<file path="src/rtl/mc_ctl.sv">
// mc_ctl: multi-cycle control FSM (FETCH/DECODE/EXEC/MEM/WB/TRAP) with a memory
// ready timeout and interrupts taken at instruction boundaries. Option macro: ILLOP_TRAP_EN.
module mc_ctl #(
    parameter int N_IRQ        = 4,
    parameter int ALUOP_W      = 5,
    parameter int MEM_WAIT_MAX = 15
) (
    input  logic               clk,
    input  logic               reset,
    input  logic [N_IRQ-1:0]   irq,
    input  logic [N_IRQ-1:0]   irq_mask,
    input  logic               supervisorBit,
    input  logic [5:0]         opCode,
    input  logic [5:0]         funct,
    input  logic               mem_ready,
    output logic               PCWrite,
    output logic               IRWrite,
    output logic [1:0]         RegDst,
    output logic               ALUSrc,
    output logic               RegWrite,
    output logic               MemWrite,
    output logic               MemRead,
    output logic               MemToReg,
    output logic [ALUOP_W-1:0] ALUOp,
    output logic               ASel,
    output logic               Branch,
    output logic               BranchControl,
    output logic [1:0]         Jump,
    output logic               illOp,
    output logic               bus_err,
    output logic [N_IRQ-1:0]   irq_ack,
    output logic [2:0]         state
);

    localparam logic [2:0] S_FETCH  = 3'd0;
    localparam logic [2:0] S_DECODE = 3'd1;
    localparam logic [2:0] S_EXEC   = 3'd2;
    localparam logic [2:0] S_MEM    = 3'd3;
    localparam logic [2:0] S_WB     = 3'd4;
    localparam logic [2:0] S_TRAP   = 3'd5;

    localparam logic [3:0] C_NOP   = 4'd0;
    localparam logic [3:0] C_ALU_R = 4'd1;
    localparam logic [3:0] C_SHIFT = 4'd2;
    localparam logic [3:0] C_ALU_I = 4'd3;
    localparam logic [3:0] C_LW    = 4'd4;
    localparam logic [3:0] C_SW    = 4'd5;
    localparam logic [3:0] C_J     = 4'd6;
    localparam logic [3:0] C_JR    = 4'd7;
    localparam logic [3:0] C_JAL   = 4'd8;
    localparam logic [3:0] C_BEQ   = 4'd9;
    localparam logic [3:0] C_BNE   = 4'd10;

    localparam logic [ALUOP_W-1:0] ALU_ADD  = ALUOP_W'(5'b00000);
    localparam logic [ALUOP_W-1:0] ALU_SUB  = ALUOP_W'(5'b00001);
    localparam logic [ALUOP_W-1:0] ALU_SLT  = ALUOP_W'(5'b00111);
    localparam logic [ALUOP_W-1:0] ALU_SLL  = ALUOP_W'(5'b01000);
    localparam logic [ALUOP_W-1:0] ALU_SRL  = ALUOP_W'(5'b01001);
    localparam logic [ALUOP_W-1:0] ALU_SRA  = ALUOP_W'(5'b01011);
    localparam logic [ALUOP_W-1:0] ALU_NOR  = ALUOP_W'(5'b10001);
    localparam logic [ALUOP_W-1:0] ALU_XOR  = ALUOP_W'(5'b10110);
    localparam logic [ALUOP_W-1:0] ALU_AND  = ALUOP_W'(5'b11000);
    localparam logic [ALUOP_W-1:0] ALU_LINK = ALUOP_W'(5'b11010);
    localparam logic [ALUOP_W-1:0] ALU_OR   = ALUOP_W'(5'b11110);

    localparam int WAIT_W = $clog2(MEM_WAIT_MAX + 1);
    localparam logic [WAIT_W-1:0] WAIT_LIMIT = WAIT_W'(MEM_WAIT_MAX);

`ifdef ILLOP_TRAP_EN
    localparam bit ILL_TRAP = 1'b1;
`else
    localparam bit ILL_TRAP = 1'b0;
`endif

    typedef struct packed {
        logic [3:0]         cls;
        logic [1:0]         regdst;
        logic               alusrc;
        logic               asel;
        logic [ALUOP_W-1:0] aluop;
    } dec_t;

    logic [2:0]        state_q, state_d;
    logic [WAIT_W-1:0] wait_q, wait_d;
    dec_t              dec_q, dec_d;
    logic              dec_ill;
    logic [N_IRQ-1:0]  pending, irq_lowest;
    logic              take_irq, timed_out, at_boundary;

    assign pending    = irq & ~irq_mask;
    assign irq_lowest = pending & (~pending + N_IRQ'(1));
    assign take_irq   = (|pending) && !supervisorBit;
    assign timed_out  = (wait_q == WAIT_LIMIT);
    assign state      = state_q;

    // Unrecognised encodings leave dec_d all-zero, which executes as a no-op.
    always_comb begin
        // NOTE: every combinational output gets a default first so no path can infer a latch.
        dec_d   = '0;
        dec_ill = 1'b0;
        case (opCode)
            6'b000000: begin
                dec_d.cls = C_ALU_R;
                case (funct)
                    6'b000000: begin dec_d.cls = C_SHIFT; dec_d.alusrc = 1'b1; dec_d.aluop = ALU_SLL; end
                    6'b000010: begin dec_d.cls = C_SHIFT; dec_d.alusrc = 1'b1; dec_d.aluop = ALU_SRL; end
                    6'b000011: begin dec_d.cls = C_SHIFT; dec_d.alusrc = 1'b1; dec_d.aluop = ALU_SRA; end
                    6'b100000: dec_d.aluop = ALU_ADD;
                    6'b100010: dec_d.aluop = ALU_SUB;
                    6'b100100: dec_d.aluop = ALU_AND;
                    6'b100101: dec_d.aluop = ALU_OR;
                    6'b100110: dec_d.aluop = ALU_XOR;
                    6'b100111: dec_d.aluop = ALU_NOR;
                    6'b101010: dec_d.aluop = ALU_SLT;
                    6'b001000: dec_d.cls = C_JR;
                    default: begin dec_d.cls = C_NOP; dec_ill = 1'b1; end
                endcase
            end
            6'b000010: dec_d.cls = C_J;
            6'b000011: begin
                dec_d.cls    = C_JAL;
                dec_d.regdst = 2'b11;
                dec_d.asel   = 1'b1;
                dec_d.aluop  = ALU_LINK;
            end
            6'b000100: begin dec_d.cls = C_BEQ; dec_d.aluop = ALU_SUB; end
            6'b000101: begin dec_d.cls = C_BNE; dec_d.aluop = ALU_SUB; end
            6'b001000, 6'b001100, 6'b001101, 6'b001110: begin
                dec_d.cls    = C_ALU_I;
                dec_d.regdst = 2'b01;
                dec_d.alusrc = 1'b1;
                case (opCode[1:0])
                    2'b00:   dec_d.aluop = (opCode[2]) ? ALU_AND : ALU_ADD;
                    2'b01:   dec_d.aluop = ALU_OR;
                    default: dec_d.aluop = ALU_XOR;
                endcase
            end
            6'b100011: begin dec_d.cls = C_LW; dec_d.alusrc = 1'b1; dec_d.aluop = ALU_ADD; end
            6'b101011: begin dec_d.cls = C_SW; dec_d.alusrc = 1'b1; dec_d.aluop = ALU_ADD; end
            default:   dec_ill = 1'b1;
        endcase
    end

    // Outputs are forced low while reset is high so an in-flight access drops at once.
    always_comb begin
        state_d       = state_q;
        at_boundary   = 1'b0;
        PCWrite       = 1'b0;
        IRWrite       = 1'b0;
        RegDst        = 2'b00;
        ALUSrc        = 1'b0;
        RegWrite      = 1'b0;
        MemWrite      = 1'b0;
        MemRead       = 1'b0;
        MemToReg      = 1'b0;
        ALUOp         = '0;
        ASel          = 1'b0;
        Branch        = 1'b0;
        BranchControl = 1'b0;
        Jump          = 2'b00;
        illOp         = 1'b0;
        bus_err       = 1'b0;
        irq_ack       = '0;
        if (!reset) begin
            case (state_q)
                S_FETCH: begin
                    if (timed_out) begin
                        bus_err = 1'b1;
                        state_d = S_TRAP;
                    end else begin
                        MemRead = 1'b1;
                        if (mem_ready) begin
                            IRWrite = 1'b1;
                            PCWrite = 1'b1;
                            ALUOp   = ALU_ADD;
                            state_d = S_DECODE;
                        end
                    end
                end
                S_DECODE: begin
                    if (ILL_TRAP && dec_ill) begin
                        illOp   = 1'b1;
                        state_d = S_TRAP;
                    end else begin
                        state_d = S_EXEC;
                    end
                end
                S_EXEC: begin
                    RegDst = dec_q.regdst;
                    ALUSrc = dec_q.alusrc;
                    ASel   = dec_q.asel;
                    ALUOp  = dec_q.aluop;
                    case (dec_q.cls)
                        C_J:   begin Jump = 2'b01; PCWrite = 1'b1; at_boundary = 1'b1; end
                        C_JR:  begin Jump = 2'b10; PCWrite = 1'b1; at_boundary = 1'b1; end
                        C_BEQ: begin Branch = 1'b1; PCWrite = 1'b1; at_boundary = 1'b1; end
                        C_BNE: begin
                            Branch        = 1'b1;
                            BranchControl = 1'b1;
                            PCWrite       = 1'b1;
                            at_boundary   = 1'b1;
                        end
                        C_JAL: begin Jump = 2'b01; PCWrite = 1'b1; state_d = S_WB; end
                        C_LW, C_SW:                 state_d = S_MEM;
                        C_ALU_R, C_SHIFT, C_ALU_I:  state_d = S_WB;
                        default:                    at_boundary = 1'b1;
                    endcase
                end
                S_MEM: begin
                    if (timed_out) begin
                        bus_err = 1'b1;
                        state_d = S_TRAP;
                    end else begin
                        MemRead  = (dec_q.cls == C_LW);
                        MemWrite = (dec_q.cls == C_SW);
                        if (mem_ready) begin
                            if (dec_q.cls == C_LW) state_d = S_WB;
                            else                   at_boundary = 1'b1;
                        end
                    end
                end
                S_WB: begin
                    RegWrite    = 1'b1;
                    RegDst      = dec_q.regdst;
                    ALUSrc      = dec_q.alusrc;
                    ASel        = dec_q.asel;
                    ALUOp       = dec_q.aluop;
                    at_boundary = 1'b1;
                    if (dec_q.cls == C_LW) begin
                        MemToReg = 1'b1;
                        RegDst   = 2'b01;
                    end
                end
                S_TRAP: begin
                    RegDst   = 2'b10;
                    RegWrite = 1'b1;
                    ALUOp    = ALU_LINK;
                    ASel     = 1'b1;
                    PCWrite  = 1'b1;
                    state_d  = S_FETCH;
                end
                default: state_d = S_FETCH;
            endcase
            if (at_boundary) begin
                if (take_irq) begin
                    irq_ack = irq_lowest;
                    state_d = S_TRAP;
                end else begin
                    state_d = S_FETCH;
                end
            end
        end
    end

    always_comb begin
        wait_d = '0;
        if ((state_d == state_q) && !mem_ready && (state_q == S_FETCH || state_q == S_MEM))
            wait_d = wait_q + WAIT_W'(1);
    end

    // NOTE: sequential state uses non-blocking assignments so every register samples pre-edge values.
    always_ff @(posedge clk or posedge reset) begin
        if (reset) begin
            state_q <= S_FETCH;
            wait_q  <= '0;
            dec_q   <= '0;
        end else begin
            state_q <= state_d;
            wait_q  <= wait_d;
            if (state_q == S_DECODE)
                dec_q <= dec_d;
        end
    end

endmodule

</file>
<file path="config.mk">
export PLATFORM = sky130hd
export DESIGN_NAME = mc_ctl
export DESIGN_NICKNAME = d
export VERILOG_FILES = /design/src/rtl/mc_ctl.sv
export SDC_FILE = /design/constraint.sdc
export NUM_CORES = 1
export LEC_CHECK = 0
export CORE_UTILIZATION = 57
export CTS_CLUSTER_SIZE = 28
export DETAILED_ROUTE_END_ITERATION = 10
export DONT_BUFFER_PORTS = 1
export GPL_TIMING_DRIVEN = 0
export PLACE_DENSITY = 0.72
export SYNTH_ARGS = -nofsm -noshare
export SYNTH_HDL_FRONTEND = slang
export SYNTH_SLANG_ARGS = --single-unit
</file>
<file path="constraint.sdc">
create_clock -name clk -period 7.1 [get_ports clk]
set_clock_uncertainty 0.15 [all_clocks]
set_input_delay 1.42 -clock clk [delete_from_list [all_inputs] [get_ports clk]]
set_output_delay 1.42 -clock clk [all_outputs]
set_load 0.03 [all_outputs]
</file>
==> metrics.yaml, run 1 <==
postRouteAntennaNets: 0
diodes: 0
ys_ff_latch: 20
tritoncts: "done"
grt_overflow: 0
port_buffers: 0
drive_above_1_share_pct: 6.98
cp-startpoint: "reset"
ir_drop_v: 0.000106
cts_sinks: 20
fin_total_pwr_mw: 0.581
grt_max_degree: 25
clkTransAtPathRegs_ns: 0.10
synth_nets: 280
cts_resized: 0
period_minus_slack_ns: 4.85
boundaryPins: 52
drtIter0Drc: 161
outcome: "complete, no violations"
finalSetupTns_ns: 0
synth_top_area_cell: "dfrtp_1"
grt_pass1_wl_mm: 7.15
final_cells: 302
hp-class: "flop to flop"
synth_warnings: 0
post-route-period-util_pct: 68.3
cts_buffers: 3
synth_compound_area_share_pct: 25.3
final_nets: 285
cp.required_ns: 5.53
synth-simple-area-share_pct: 38.7
core_mm2: 0.00310
post-cts-setup-buffers: 0
cp-start-kind: "primary input"
synth.distinct_cells: 57
relSlewSlack_pct: 8.45
vias: 1862
postSynth.asyncResetShare_pct: 100
timing.hold.ws_ns: 0.330
insertion_delay_ns: 0.29
power.leakage_nw: 0.778
grt_setup_unrepaired: "false"
syn_area_per_cell_um2: 7.41
clockBufferDepth: 2
finalHoldViolCount: 0
hp-start: "dec_q[0]"
syn-cell-area_mm2: 0.00189
rr_endpoint: "wait_q[0]"
syn_to_final_growth_pct: 4.10
first_pass_iters: 4
die_area_mm2: 0.00355
synth_cells: 255
worst-slew-pin-transition_ns: 1.35
ys_seq_area_share_pct: 26.5
pre_cts_slack_ns: 2.26
htree_levels: 1
placed_cells: 299
setup_ws_ns: 2.25
ff2ff_path_depth: 6
wl_per_cell_um: 14.7
first_global_vias: 1557
synth_xor_xnor_area_share_pct: 3.24
endpoint_kind: "output port"
hold_end: "dec_q[0]"
crit_type: "primary input to output port"
synth.top_cells.by_area: "dfrtp_1, nand2_1, nor2_1, a21oi_1, o21ai_0"
maxCapViolations: 0
min_path_cells: 2
dp_hpwl_mm: 3.47
report.final.slew_viol_count: 0
r2r-start: "dec_q[11]"
synth-edff-count: 0
avgViaCountPerCell: 6.17
synthAdderAreaFrac_pct: 0.662
gp_congestion: 0.947
routed_wl_mm: 4.45
cts-root-buf: "clkbuf_4"
die_h_um: 59.6
hold_buffers: 0
finalSetupViolCount: 0
die_w_um: 59.6
globalRouteTotalUtil_pct: 26.4
synthMuxAreaShare_pct: 0.529
arrival_ns: 3.28
worstPathMaxFanout: 9
synth.top_cell.area_share_pct: 26.5
p_per_area_mw_per_mm2: 295
drc: 0
fmax_mhz: 206
rows: 20
reg2reg_slack_ns: 4.74
start_util_pct: 60.9
synth_top_family_by_area: "simple AND/OR/NAND/NOR gates"
synth_top_flop_cell: "dfrtp_1"
antenna_found_initial: 0
## final cells by class
| class | instances | area [um^2] |
|---|---|---|
| plain buffers | 19 | 77.6 |
| clock buffers | 3 | 22.5 |
| inverters | 4 | 15.0 |
| flip-flops and latches | 20 | 500 |
| well taps | 44 | 55.1 |
| fillers | 324 | 1130 |
| multi-input cells | 212 | 1300 |
## worst max-delay path, cell delays in order
cell      delay, ns
clkbuf_1       0.17
nor2_1         0.37
nand2_1        0.18
nor4b_1        1.14
## cells in the final DEF (no fill, tap or decap), drive strengths merged, types with 5 or more instances in the layout
cell / count
nor3b: 5
a21oi: 19
nand2: 29
xnor2: 5
nor4: 7
dfrtp: 20
buf: 5
nand2b: 12
o21ai: 16
nor3: 9
and2: 5
nor2b: 6
nor2: 27
clkbuf: 17
nand3: 8
## how the worst max path moves through the flow
| stage | slack [ns] | end | cells past startpoint |
|---|---|---|---|
| floorplan | 2.49 | irq_ack[1] | 5 |
| global placement | 2.24 | BranchControl | 4 |
| detailed placement | 2.26 | BranchControl | 4 |
| CTS | 2.25 | BranchControl | 4 |
| global route | 2.05 | BranchControl | 4 |
| finish | 2.25 | BranchControl | 4 |
## per-layer routing
metal	vias up	GRT usage (%)	share of wire (%)
met1	865	33.8	43
li1	928	-	-
met4	0	7.64	0.99
met5	-	0	0
met2	63	46.2	51
met3	6	3.71	5.9
## metrics by stage
step                area (um^2)  util (%)
CTS                        1970      63.4
detailed placement         1950      62.7
global placement           1950      62.7
finish                     1970      63.4
global route               1970      63.4
floorplan                  1890         -
## registers in the layout, summed over array words and instances (netlist names)
register / flops
wait_q: 4
state: 3
dec_q: 13
## synth_stat cells (4+ instances only)
master and instances:
clkbuf_1 14, xnor2_1 5, nor4_1 7, nand2b_1 12, and3_1 4, o21ai_0 16
inv_1 4, nor2_1 27, nor3b_1 5, dfrtp_1 20, nor3_1 9, o21a_1 4
and2_1 5, nand2_1 29, nand3_1 8, a21oi_1 19, nor2b_1 6
## logic make-up after synthesis
kind of cell	count (synthesis)
flops	20
simple gates	133
buf+inv	23
mux	1
fa+ha+maj	1
other cells	1
xor+xnor	7
compound gates	69
## report_power, final
part / internal [mW] / leakage [nW] / switching [mW]
logic: 0.120 / 0.499 / 0.225
registers: 0.142 / 0.265 / 0.0417
clock network: 0.0197 / 0.0138 / 0.0324
total: 0.282 / 0.778 / 0.299
Power figures use the tool's default switching activity.
==> run 2: changes to the inputs <==
--- a/config.mk
+++ b/config.mk
@@ -10,7 +10,7 @@
 export DETAILED_ROUTE_END_ITERATION = 10
 export DONT_BUFFER_PORTS = 1
 export GPL_TIMING_DRIVEN = 0
-export PLACE_DENSITY = 0.72
+export PLACE_DENSITY = 0.75
 export SYNTH_ARGS = -nofsm -noshare
 export SYNTH_HDL_FRONTEND = slang
 export SYNTH_SLANG_ARGS = --single-unit
==> constraint.sdc (replaced) <==
create_clock -name clk -period 4.3 [get_ports clk]
set_clock_uncertainty 0.15 [all_clocks]
set_input_delay 0.86 -clock clk [delete_from_list [all_inputs] [get_ports clk]]
set_output_delay 0.86 -clock clk [all_outputs]
set_load 0.03 [all_outputs]
==> run 2 against run 1 <==
Effect of this change:
- hold slack better by 0.0031 ns
- global-route usage down 0.35 points
- cell count up 0.33%
- utilization up 0.97 points
- clock power rose to 3.0 times the previous value
- power up 78%
- sequential power up 67%
- wire length down 0.18%
- setup slack worse by 2.0 ns
- count of clock-buffer cells in the layout unchanged
- final area up 1.5%
- sequential share of layout area down 0.38 points
- critical endpoint is now irq_ack[1]
==> metrics.yaml, run 2 (synthesis gave the netlist of run 1 again) <==
outcome: "complete, no violations"
crit_type: "flop to output port"
report.final.slew_viol_count: 0  # unchanged
reg2reg_slack_ns: 1.95  # -2.79 ns
cts_buffers: 3  # unchanged
grt_max_degree: 25  # unchanged
routed_wl_mm: 4.45  # -0.18%
post-route-period-util_pct: 94.8
num-fill-cells: 309  # -4.6%
vias: 1849  # -0.70%
dp_hpwl_mm: 3.43  # -0.98%
wl_per_cell_um: 14.7  # -0.51%
hp-class: "flop to flop"
fmax_mhz: 245
crit_chain: "ha_1, and3_1, buf_1, nor4_1, a311oi_4, or2_2, nor3b_1"
arrival_ns: 3.07  # -0.21 ns
insertion_delay_ns: 0.31  # +0.02 ns
power.leakage_nw: 0.792  # +1.8%
maxCapViolations: 0  # unchanged
cp-start-kind: "flop"
grt_pass1_wl_mm: 6.94  # -2.9%
ir_drop_v: 0.000221  # +110%
finalSetupTns_ns: 0  # unchanged
crit_path_top_delay_cell: "nor3b_1"
boundaryPins: 52  # unchanged
grt_setup_unrepaired: "false"
cp_top_family: "simple AND/OR/NAND/NOR gates"
die_w_um: 59.6  # unchanged
drtIter0Drc: 123  # -24%
syn_to_final_growth_pct: 5.69
final_core_util_pct: 64.4  # +0.97 points
finalSetupViolCount: 0  # unchanged
cts_sinks: 20  # unchanged
setup_ws_ns: 0.224  # -2.02 ns
postRouteAntennaNets: 0  # unchanged
first_global_vias: 1571  # +0.90%
rows: 20  # unchanged
worstPathMaxFanout: 6  # -3
htree_levels: 1  # unchanged
endpoint_kind: "output port"
avgViaCountPerCell: 6.10  # -1.0%
tritoncts: "done"
slowest_delay_ns: 0.80  # -0.34 ns
pre_cts_slack_ns: 0.590  # -1.67 ns
clkTransAtPathRegs_ns: 0.12  # +0.02 ns
relSlewSlack_pct: 6.73  # -1.7 points
setup.worst_path.end: "irq_ack[1]"
final_cell_mix: "nand2_1, nor2_1, dfrtp_1, a21oi_1, o21ai_0"
diodes: 0  # unchanged
port_buffers: 0  # unchanged
grt_overflow: 0  # unchanged
p_per_area_mw_per_mm2: 517  # +75%
drc: 0  # unchanged
antenna_found_initial: 0  # unchanged
post-cts-setup-buffers: 0  # unchanged
finalHoldViolCount: 0  # unchanged
hold_buffers: 0  # unchanged
cts_resized: 0  # unchanged
regArea_um2: 500  # unchanged
drive_above_1_share_pct: 7.34  # +0.36 points
rr_endpoint: "state[0]"
r2r-start: "wait_q[0]"
largest-register: "dec_q"
die_h_um: 59.6  # unchanged
path_depth: 7  # +3
globalRouteTotalUtil_pct: 26.1  # -0.35 points
final_common_cell: "nand2_1"
gp_congestion: 0.911  # -3.8%
core_mm2: 0.00310  # unchanged
clockBufferDepth: 2  # unchanged
cp.required_ns: 3.29  # -2.24 ns
cts-root-buf: "clkbuf_4"
period_minus_slack_ns: 4.08
final_nets: 285  # unchanged
multi_input_area_mm2: 0.00130  # unchanged
crit_buf_inv: 1  # unchanged
start_util_pct: 60.9  # unchanged
cp-startpoint: "wait_q[0]"
first_pass_iters: 4  # unchanged
largest_reg_flops: 13  # unchanged
die_area_mm2: 0.00355  # unchanged
worst-slew-pin-transition_ns: 1.39  # +0.0321 ns
ff2ff_path_depth: 7  # +1
run 2: cell count changes in the layout (fill, tap and decap cells not counted), sizes merged:
cell | before | now
bufinv | 0 | 1
run 2: final cells by class:
class	instances	area share, %
multi-input combinational	212	64.9
inverter	4	0.751
clock inverter	1	1.50
sequential	20	25.0
tap	44	2.76
clock buffer	3	1.13
buffer	19	3.88
run 2: worst min path at each step:
| stage | start | cells after the start | to | slack [ns] |
|---|---|---|---|---|
| floorplan | dec_q[7] | 2 | dec_q[7] | 0.29 |
| global route | dec_q[0] | 2 | dec_q[0] | 0.36 |
| finish | dec_q[0] | 2 | dec_q[0] | 0.33 |
| detailed placement | dec_q[0] | 2 | dec_q[0] | 0.31 |
| global placement | dec_q[0] | 2 | dec_q[0] | 0.31 |
| CTS | dec_q[0] | 2 | dec_q[0] | 0.34 |
run 2: metal layers:
metal	up-vias	share of wire, %	GRT usage, %
met5	-	0	0
met4	0	1.9	10.3
met3	10	5.7	3.28
met2	69	47	44.8
met1	843	45	33.2
li1	927	-	-
run 2: worst register-to-register path, stage by stage (launching register included):
cell and delay [ns]:
dfrtp_1 0.43, ha_1 0.25, and3_1 0.21, buf_1 0.16, nor4_1 0.43, a311oi_4 0.12
or2_2 0.37, a31oi_1 0.17
run 2: where the power goes:
group          total (mW)  switching, mW  internal [mW]
sequential          0.307         0.0722          0.235
clock               0.154         0.0593         0.0943
combinational       0.572          0.374          0.198
run 2: metrics by stage:
step / cells / hold slack [ns] / instance area (um^2) / total power [mW]
3_5_place_dp: 299 / 0.313 / 1950 / 0.873
5_1_grt: 303 / 0.360 / 2000 / 1.11
6_report: 303 / 0.333 / 2000 / 1.03
2_1_floorplan: 255 / 0.290 / 1890 / 0.766
3_3_place_gp: 299 / 0.308 / 1950 / 0.865
4_1_cts: 303 / 0.341 / 2000 / 1.03
